==> src/rtl/mvb_frame_serializer.sv <==
// ---------------------------------------------------------------------------
// mvb_frame_serializer
//
// Converts a frame of word_count parallel words into a contiguous serial bit
// stream. A one-word holding register sits in front of the shift register.
// The next word can therefore be accepted while the current one is shifting,
// which lets back-to-back words leave without a gap. If no word is ready when
// the last bit of a word is sent and more words remain, the frame is dropped
// and underrun pulses.
//
// Ports
//   clk_1d5M    single rising-edge clock
//   reset       asynchronous, active-high reset
//   start       frame request, sampled only while idle
//   word_count  number of words in the frame, sampled with start (0 = ignored)
//   abort       synchronous frame cancel, ignored while idle
//   data_in     parallel word
//   data_valid  data_in is valid
//   data_ready  block accepts data_in this cycle
//   dout        serial bit, forced to 0 whenever dout_en is 0
//   dout_en     dout carries a frame bit
//   busy        a frame is in progress
//   done        one-cycle pulse in the cycle after the final bit
//   underrun    one-cycle pulse when the frame is dropped for lack of data
// ---------------------------------------------------------------------------
module mvb_frame_serializer #(
   parameter int DATA_W    = 16,
   parameter int CNT_W     = 5,
   parameter int MSB_FIRST = 1
) (
   input  logic              clk_1d5M,
   input  logic              reset,
   input  logic              start,
   input  logic [CNT_W-1:0]  word_count,
   input  logic              abort,
   input  logic [DATA_W-1:0] data_in,
   input  logic              data_valid,
   output logic              data_ready,
   output logic              dout,
   output logic              dout_en,
   output logic              busy,
   output logic              done,
   output logic              underrun
);

   localparam int BIT_W = (DATA_W > 1) ? $clog2(DATA_W) : 1;

   typedef enum logic [1:0] {IDLE, WAIT_FIRST, SHIFT, FINISH} state_t;

   state_t              state_q, state_d;
   logic [CNT_W-1:0]    count_q, count_d;        // words in this frame
   logic [CNT_W-1:0]    accepted_q, accepted_d;  // words transferred so far
   logic [BIT_W-1:0]    bit_q, bit_d;            // bit index inside current word
   logic [DATA_W-1:0]   shift_q, shift_d;
   logic [DATA_W-1:0]   hold_q, hold_d;
   logic                hold_full_q, hold_full_d;
   logic                underrun_q, underrun_d;
   logic                xfer;
   logic                last_bit;
   logic                clear_frame;
   logic                head_bit;

   // The outgoing bit is always at the end of the shift register that faces
   // the wire, so shifting in zeros from the other end keeps the order right.
   assign head_bit = (MSB_FIRST != 0) ? shift_q[DATA_W-1] : shift_q[0];

   always_ff @(posedge clk_1d5M or posedge reset) begin
      // NOTE: sequential state uses non-blocking assignments so every register
      // samples the values from before this edge, whatever the statement order.
      if (reset) begin
         // NOTE: the data registers are reset too, not only the control state,
         // so a discarded frame can never leak old data into a new one.
         state_q     <= IDLE;
         count_q     <= '0;
         accepted_q  <= '0;
         bit_q       <= '0;
         shift_q     <= '0;
         hold_q      <= '0;
         hold_full_q <= 1'b0;
         underrun_q  <= 1'b0;
      end else begin
         state_q     <= state_d;
         count_q     <= count_d;
         accepted_q  <= accepted_d;
         bit_q       <= bit_d;
         shift_q     <= shift_d;
         hold_q      <= hold_d;
         hold_full_q <= hold_full_d;
         underrun_q  <= underrun_d;
      end
   end

   always_comb begin
      // NOTE: every signal gets a default before the case statement, so no path
      // leaves one unassigned and no latch is inferred.
      state_d     = state_q;
      count_d     = count_q;
      accepted_d  = accepted_q;
      bit_d       = bit_q;
      shift_d     = shift_q;
      hold_d      = hold_q;
      hold_full_d = hold_full_q;
      underrun_d  = 1'b0;
      clear_frame = 1'b0;

      busy       = (state_q != IDLE);
      data_ready = busy && !hold_full_q && (accepted_q < count_q) && (state_q != FINISH);
      dout_en    = (state_q == SHIFT);
      dout       = dout_en & head_bit;
      done       = (state_q == FINISH);
      underrun   = underrun_q;

      xfer     = data_valid && data_ready;
      last_bit = (bit_q == BIT_W'(DATA_W - 1));

      case (state_q)
         IDLE: begin
            if (start && (word_count != '0)) begin
               state_d    = WAIT_FIRST;
               count_d    = word_count;
               accepted_d = '0;
            end
         end
         WAIT_FIRST: begin
            // The first word bypasses the holding register so its first bit
            // leaves on the very next cycle.
            if (xfer) begin
               shift_d    = data_in;
               bit_d      = '0;
               accepted_d = accepted_q + CNT_W'(1);
               state_d    = SHIFT;
            end
         end
         SHIFT: begin
            shift_d = (MSB_FIRST != 0) ? (shift_q << 1) : (shift_q >> 1);
            bit_d   = bit_q + BIT_W'(1);
            if (last_bit) begin
               bit_d = '0;
               if (hold_full_q) begin
                  shift_d     = hold_q;
                  hold_d      = '0;
                  hold_full_d = 1'b0;
               end else if (xfer) begin
                  // A word that arrives on the last bit is still in time.
                  shift_d    = data_in;
                  accepted_d = accepted_q + CNT_W'(1);
               end else if (accepted_q == count_q) begin
                  state_d = FINISH;
               end else begin
                  state_d     = IDLE;
                  underrun_d  = 1'b1;
                  clear_frame = 1'b1;
               end
            end else if (xfer) begin
               hold_d      = data_in;
               hold_full_d = 1'b1;
               accepted_d  = accepted_q + CNT_W'(1);
            end
         end
         FINISH: begin
            state_d     = IDLE;
            clear_frame = 1'b1;
         end
         default: begin
            state_d     = IDLE;
            clear_frame = 1'b1;
         end
      endcase

      // Abort overrides everything decided above, including an underrun.
      if (abort && (state_q != IDLE)) begin
         state_d     = IDLE;
         underrun_d  = 1'b0;
         clear_frame = 1'b1;
      end

      if (clear_frame) begin
         count_d     = '0;
         accepted_d  = '0;
         bit_d       = '0;
         shift_d     = '0;
         hold_d      = '0;
         hold_full_d = 1'b0;
      end
   end

endmodule

==> config.mk <==
export PLATFORM = sky130hd
export DESIGN_NAME = mvb_frame_serializer
export DESIGN_NICKNAME = d
export VERILOG_FILES = /design/src/rtl/mvb_frame_serializer.sv
export SDC_FILE = /design/constraint.sdc
export NUM_CORES = 1
export LEC_CHECK = 0
export ABC_CLOCK_PERIOD_IN_PS = 2600
export BUFFER_PORTS_ARGS = -buffer_cell sky130_fd_sc_hd__buf_2
export CORE_ASPECT_RATIO = 1.25
export CORE_MARGIN = 10
export CORE_UTILIZATION = 58
export DETAILED_ROUTE_END_ITERATION = 12
export PLACE_DENSITY = 0.8
export SYNTH_ARGS = -nofsm -noshare
export SYNTH_HDL_FRONTEND = slang
export SYNTH_SLANG_ARGS = --single-unit
==> constraint.sdc <==
create_clock -name clk_1d5M -period 2.6 [get_ports clk_1d5M]
set_input_delay 0.39 -clock clk_1d5M [delete_from_list [all_inputs] [get_ports clk_1d5M]]
set_output_delay 0.39 -clock clk_1d5M [all_outputs]
set_load 0.05 [all_outputs]
## Word-level counts from Yosys, hierarchy flattened

Cells that the tools add are included.

| storage, ports and cells | value |
|---|---|
| bits in registers | 50 |
| latch bits | 0 |
| bits in writable memories | 0 |
| memory bits (read-only) | 0 |
| bits of input ports | 26 |
| output and inout bits | 6 |
| memories | 0 |

| operators by class | value |
|---|---|
| $add $sub $neg | 2 |
| $mul | 0 |
| divide/modulo/power cells | 0 |
| magnitude comparators | 1 |
| eq/ne operators | 15 |
| shift operators | 0 |
| multiplexer cells | 43 |
| bitwise gates (word level) | 1 |
| reduce and logical (&&, ||, !) cells | 22 |

Operator list:

| kind | count |
|---|---|
| 16-bit 2-to-1 mux | 9 |
| 5-bit 2-to-1 mux | 8 |
| 16-bit case mux with 2 select lines | 1 |
| 5-bit case mux with 3 select lines | 1 |
| 2-bit 2-to-1 mux | 7 |
| 4-bit 2-to-1 mux | 3 |
| 3-bit != test (second input constant) | 4 |
| 1-bit 2-to-1 mux | 11 |
| 3-bit by 2-bit != test with 1-bit output (second input constant) | 3 |
| 2-bit case mux with 4 select lines | 1 |
| 4-bit case mux with 2 select lines | 1 |
| 2-bit nonzero test | 4 |
| 1-bit logical AND | 6 |
| 2-bit AND reduction | 3 |
| 3-bit AND reduction | 2 |
| 3-bit nonzero test | 2 |
| 5-bit by 1-bit adder with 5-bit output (second input constant) | 1 |
| 5-bit equality test | 1 |
| 5-bit < comparator | 1 |
| 5-bit AND reduction | 1 |
| 5-bit nonzero test | 1 |
| 4-bit by 1-bit adder with 4-bit output (second input constant) | 1 |
| 2-bit equality test (second input constant) | 2 |
| 4-bit equality test (second input constant) | 1 |
| 9 further kinds | 9 |

## Longest topological paths before layout

| logic depth | value |
|---|---|
| depth after elaboration | 12 |
| gate-level depth with buffers | 10 |
| depth with buffers taken out | 8 |

## Worst setup path after synthesis

OpenSTA, ideal clock, no wires.

| timing | value |
|---|---|
| kind | flip-flop to output port |
| from | register state_q[0] |
| to | output dout |
| arrival time | 2015 ps |
| path slack | 195 ps |
| cell stages (with the launch flop) | 6 |
| cell sequence | dfrtp_1 -> inv_1 -> ha_1 -> buf_2 -> clkbuf_1 -> and2_1 |

| on the way | value |
|---|---|
| longest elaborated chain between the ends | 2 |

RTL lines:

| item | RTL line | RTL |
|---|---|---|
| start: declaration | 50 | `state_t state_q, state_d;` |
| start signal: assignment | 82 | `state_q <= state_d;` |
| 2-bit equality test | 108 | `dout_en = (state_q == SHIFT);` |
| net dout_en | 40 | `output logic dout_en,` |
| 1-bit bitwise AND | 109 | `dout = dout_en & head_bit;` |
| end: declaration | 39 | `output logic dout,` |

The timed path passes the listed nets, and every way through them passes these cells.

## Final worst setup path

| timing | value |
|---|---|
| from | register state_q[1] |
| to | register shift_q[9] |

| on the way | value |
|---|---|
| longest elaborated chain between the ends | 12 |

RTL lines:

| item | RTL line | RTL |
|---|---|---|
| 2-bit nonzero test | 106, 171 |  |
| 1-bit logical AND (3 in series) | 107 | `data_ready = busy && !hold_full_q && (accepted_q < count_q) && (state_q != FINISH);` |
| 1-bit logical AND | 113 | `xfer = data_valid && data_ready;` |
| 1-bit 2-to-1 mux | 143 | `end else if (xfer) begin` |
| 1-bit 2-to-1 mux | 139 | `if (hold_full_q) begin` |
| 1-bit 2-to-1 mux | 137 | `if (last_bit) begin` |
| 1-bit case mux with 2 select lines | 116 | `case (state_q)` |
| 1-bit 2-to-1 mux | 171 | `if (abort && (state_q != IDLE)) begin` |
| 3-bit != test (no line) or 3-bit nonzero test (tied branches) | -- |  |
| 2-bit AND reduction (no line) | -- |  |
| end signal: assignment | 86 | `shift_q <= shift_d;` |
| end: declaration | 54 | `logic [DATA_W-1:0] shift_q, shift_d;` |

Parallel ways exist; a longest one is shown, timed or not.
A chain may end at the register's enable or synchronous reset.

==> results.cfg <==
[yosys]
ys_seq_area_share_pct = 47.0
synth_edf_count = 0
synth.net_count = 312
synth_ff_type = dfrtp_1
async_reset_ff_share_pct = 100
ys_seq_elements = 50
syn_inst = 275
synth_area_mm2 = 0.00266
avgSynthCellArea_um2 = 9.67
yosysWarnings = 0
post_synth_num_cell_types = 51

[place]
dp_hpwl_mm = 4.60
gp_congestion = 0.859
dpl-instance-area_mm2 = 0.00297
dp_cells = 366
numPortBuffers = 31

[sta]
min_period_ps = 2410
slew_headroom_pct = 56.4
max_freq_mhz = 414
period_share_pct = 92.9
rsz0062_at_grt = false
drv_slew = 0
setup_viol = 0
fin_skew_ps = 5.13
worstMarginPinSlew_ps = 652
setup-tns-final_ps = 0
finalHoldViolCount = 0

[power_and_ir_drop]
p_int_mw = 1.98
p_switching_mw = 1.51
cellPowerDensity_mw_per_mm2 = 1120
power_frac_seq_pct = 32.3
ir_worst_vdd_mv = 0.606
combPwrFrac_pct = 52.4
switching_share_pct = 43.3
clockPowerShare_pct = 15.4
p_leak_nw = 1.48

[critical_path]
endpoint_kind = register
arrival_ps = 2600
path_class = register to register
startpoint_type = register
max_stage_delay_ps = 410
cp_slowest_cell = dfrtp_1
crit_family = simple AND/OR/NAND/NOR gates
crit_chain = inv_1, ha_1, nor4_4, nand3_2, nor2_1, a21boi_1, buf_4, o221ai_1, o21ai_0
r2r_setup_slack_ps = 190
cp_num_buf_inv = 2
cp_max_fo = 16
crit_required_ps = 2780

[global_route]
use_met1_pct = 19.4
grt_max_degree = 24
grt_usage_pct = 16.7
overflow = 0
antenna_found_initial = 0
first_global_vias = 2283
met3_usage_pct = 3.73
grt_pass1_wl_mm = 10.4
grt.busiest_layer = met2
globalRouteMet2Util_pct = 28.4

[cts]
cts_made_buffers = 5
cts_hold_buf = 0
root_buffer = clkbuf_8
clockBufferDepth = 2
cts_tree = built
cts_max_level = 2
cts_sinks = 50
insertion_delay_ps = 300
cts.clk_slew.worst_paths_ps = 90

[final_layout]
drive_gt1_share_pct = 22.1
nets = 353
diodes = 0
nFillCells = 358
synthToLayoutAreaGrowth_pct = 16.9
final_cell_area_mm2 = 0.00311
fin_cells = 375

[hold_path]
hp-class = input port to asynchronous set/reset pin

[routing]
drt_first_iter_violations = 155
ant_nets = 0
wl_per_cell_um = 16.8
route.vias.total = 2289
via_per_inst = 6.10
wl_mm = 6.30
drcViolationCount = 0
drt_pre_antenna_iters = 5

[status]
status = complete, no violations

[die]
die_x_um = 80.6
num_rows = 27
core_area_mm2 = 0.00443
die-area_mm2 = 0.00771
ios = 32
start_util_pct = 60.1
die_h_um = 95.7

[job]
drv_cap = 0
-- final timing paths --
path                                            to                     from  cells after the start
max                         shift_q[9]$_DFFE_PP0P_   state_q[1]$_DFFE_PP0P_                      9
min                         shift_q[4]$_DFFE_PP0P_                    reset                      2
max reg2reg                 shift_q[9]$_DFFE_PP0P_   state_q[1]$_DFFE_PP0P_                      9
min reg2reg                shift_q[15]$_DFFE_PP0P_  shift_q[15]$_DFFE_PP0P_                      2
max in group asynchronous  shift_q[14]$_DFFE_PP0P_                    reset                      3
min in group clk_1d5M        hold_q[4]$_DFFE_PP0P_               data_in[4]                      2
-- cell families (layout without fill, tap and decap cells) --
group	after synthesis	after routing	share of synthesized area, %
flip-flops	50	50	47.0
XOR/XNOR	1	1	0.329
multiplexers	1	1	0.376
AND/OR/NAND/NOR	92	92	16.5
buffers and inverters	27	69	4.80
adder cells (fa/ha/maj)	11	11	5.17
AO/OA/AOI/OAI	93	93	25.8
-- cell type report --
| cell class | count | area [um^2] | area share [%] |
|---|---|---|---|
| multi-input combinational | 198 | 1300 | 41.7 |
| clock inverter | 3 | 40.0 | 1.29 |
| timing repair buffer | 47 | 325 | 10.5 |
| tap | 58 | 72.6 | 2.33 |
| inverter | 14 | 52.6 | 1.69 |
| sequential | 50 | 1250 | 40.3 |
| clock buffer | 5 | 68.8 | 2.21 |
-- layout by cell type, fill, tap and decap left out, types with 4 or more instances in the layout --
master	count
buf_2	31
o31ai_1	4
nor2_1	32
ha_1	11
buf_4	12
a21oi_1	10
a22o_1	17
nand3_1	9
dfrtp_1	49
nand2_1	31
o21ai_1	4
buf_12	4
inv_1	13
o21ai_0	19
o221ai_1	15
clkbuf_8	5
-- through the flow --
stage / utilization (%) / hold slack (ps) / total power, mW / worst slack [ps]
5_1_grt: 70.3 / 129 / 3.75 / 0.510
3_5_place_dp: 67.1 / 439 / 2.88 / 181
3_3_place_gp: 67.1 / 431 / 2.83 / 295
2_1_floorplan: - / 442 / 2.37 / 195
6_report: 70.3 / 91.7 / 3.49 / 186
4_1_cts: 69.6 / 106 / 3.43 / 130
-- power by group through the flow --
stage | Clock (mW) | Sequential [mW] | Combinational [mW]
6_report | 0.537 | 1.13 | 1.83
5_1_grt | 0.574 | 1.15 | 2.02
4_1_cts | 0.546 | 1.12 | 1.77
3_5_place_dp | 0 | 1.14 | 1.75
3_3_place_gp | 0 | 1.12 | 1.70
2_1_floorplan | 0 | 1.09 | 1.28
-- cells in the mapped netlist, types with 2 or more instances --
cell      count  share of area [%]
nor2b_1       2               0.47
o21ai_0      19                3.6
o211ai_1      2               0.56
nand4_1       2               0.47
buf_4         3               0.85
a21boi_1      2               0.56
a221oi_1      2               0.66
a41oi_1       2               0.66
ha_1         11                5.2
nand4b_1      2               0.66
inv_1        14                2.0
nand2_1      31                4.4
dfrtp_1      50                 47
nor2_1       32                4.5
buf_2         6                1.1
a31oi_1       2               0.47
clkbuf_1      3               0.42
a21oi_1      11                2.1
nand3_1       9                1.7
o31ai_1       4                1.1
o221ai_1     15                4.9
a22o_1       17                5.6
o21ai_1       4               0.75
o22ai_1       3               0.71
-- sequential cells by signal, summed over array words and instances (netlist names) --
signal	flops
hold_q	16
shift_q	16
accepted_q	5
count_q	5
bit_q	4
state_q	2
hold_full_q	1
underrun	1
-- metal layers --
metal	up-vias	wire length, um
li1	1103	-
met1	1112	2620
met2	59	3290
met3	15	231
met4	0	167
met5	-	0
-- timing repair --
item / CTS / global route
setup endpoints to repair: 0 / 12
resized for setup: 0 / 3
buffers inserted: 0 / 1
No activity file was read; power rests on OpenSTA's default activity.
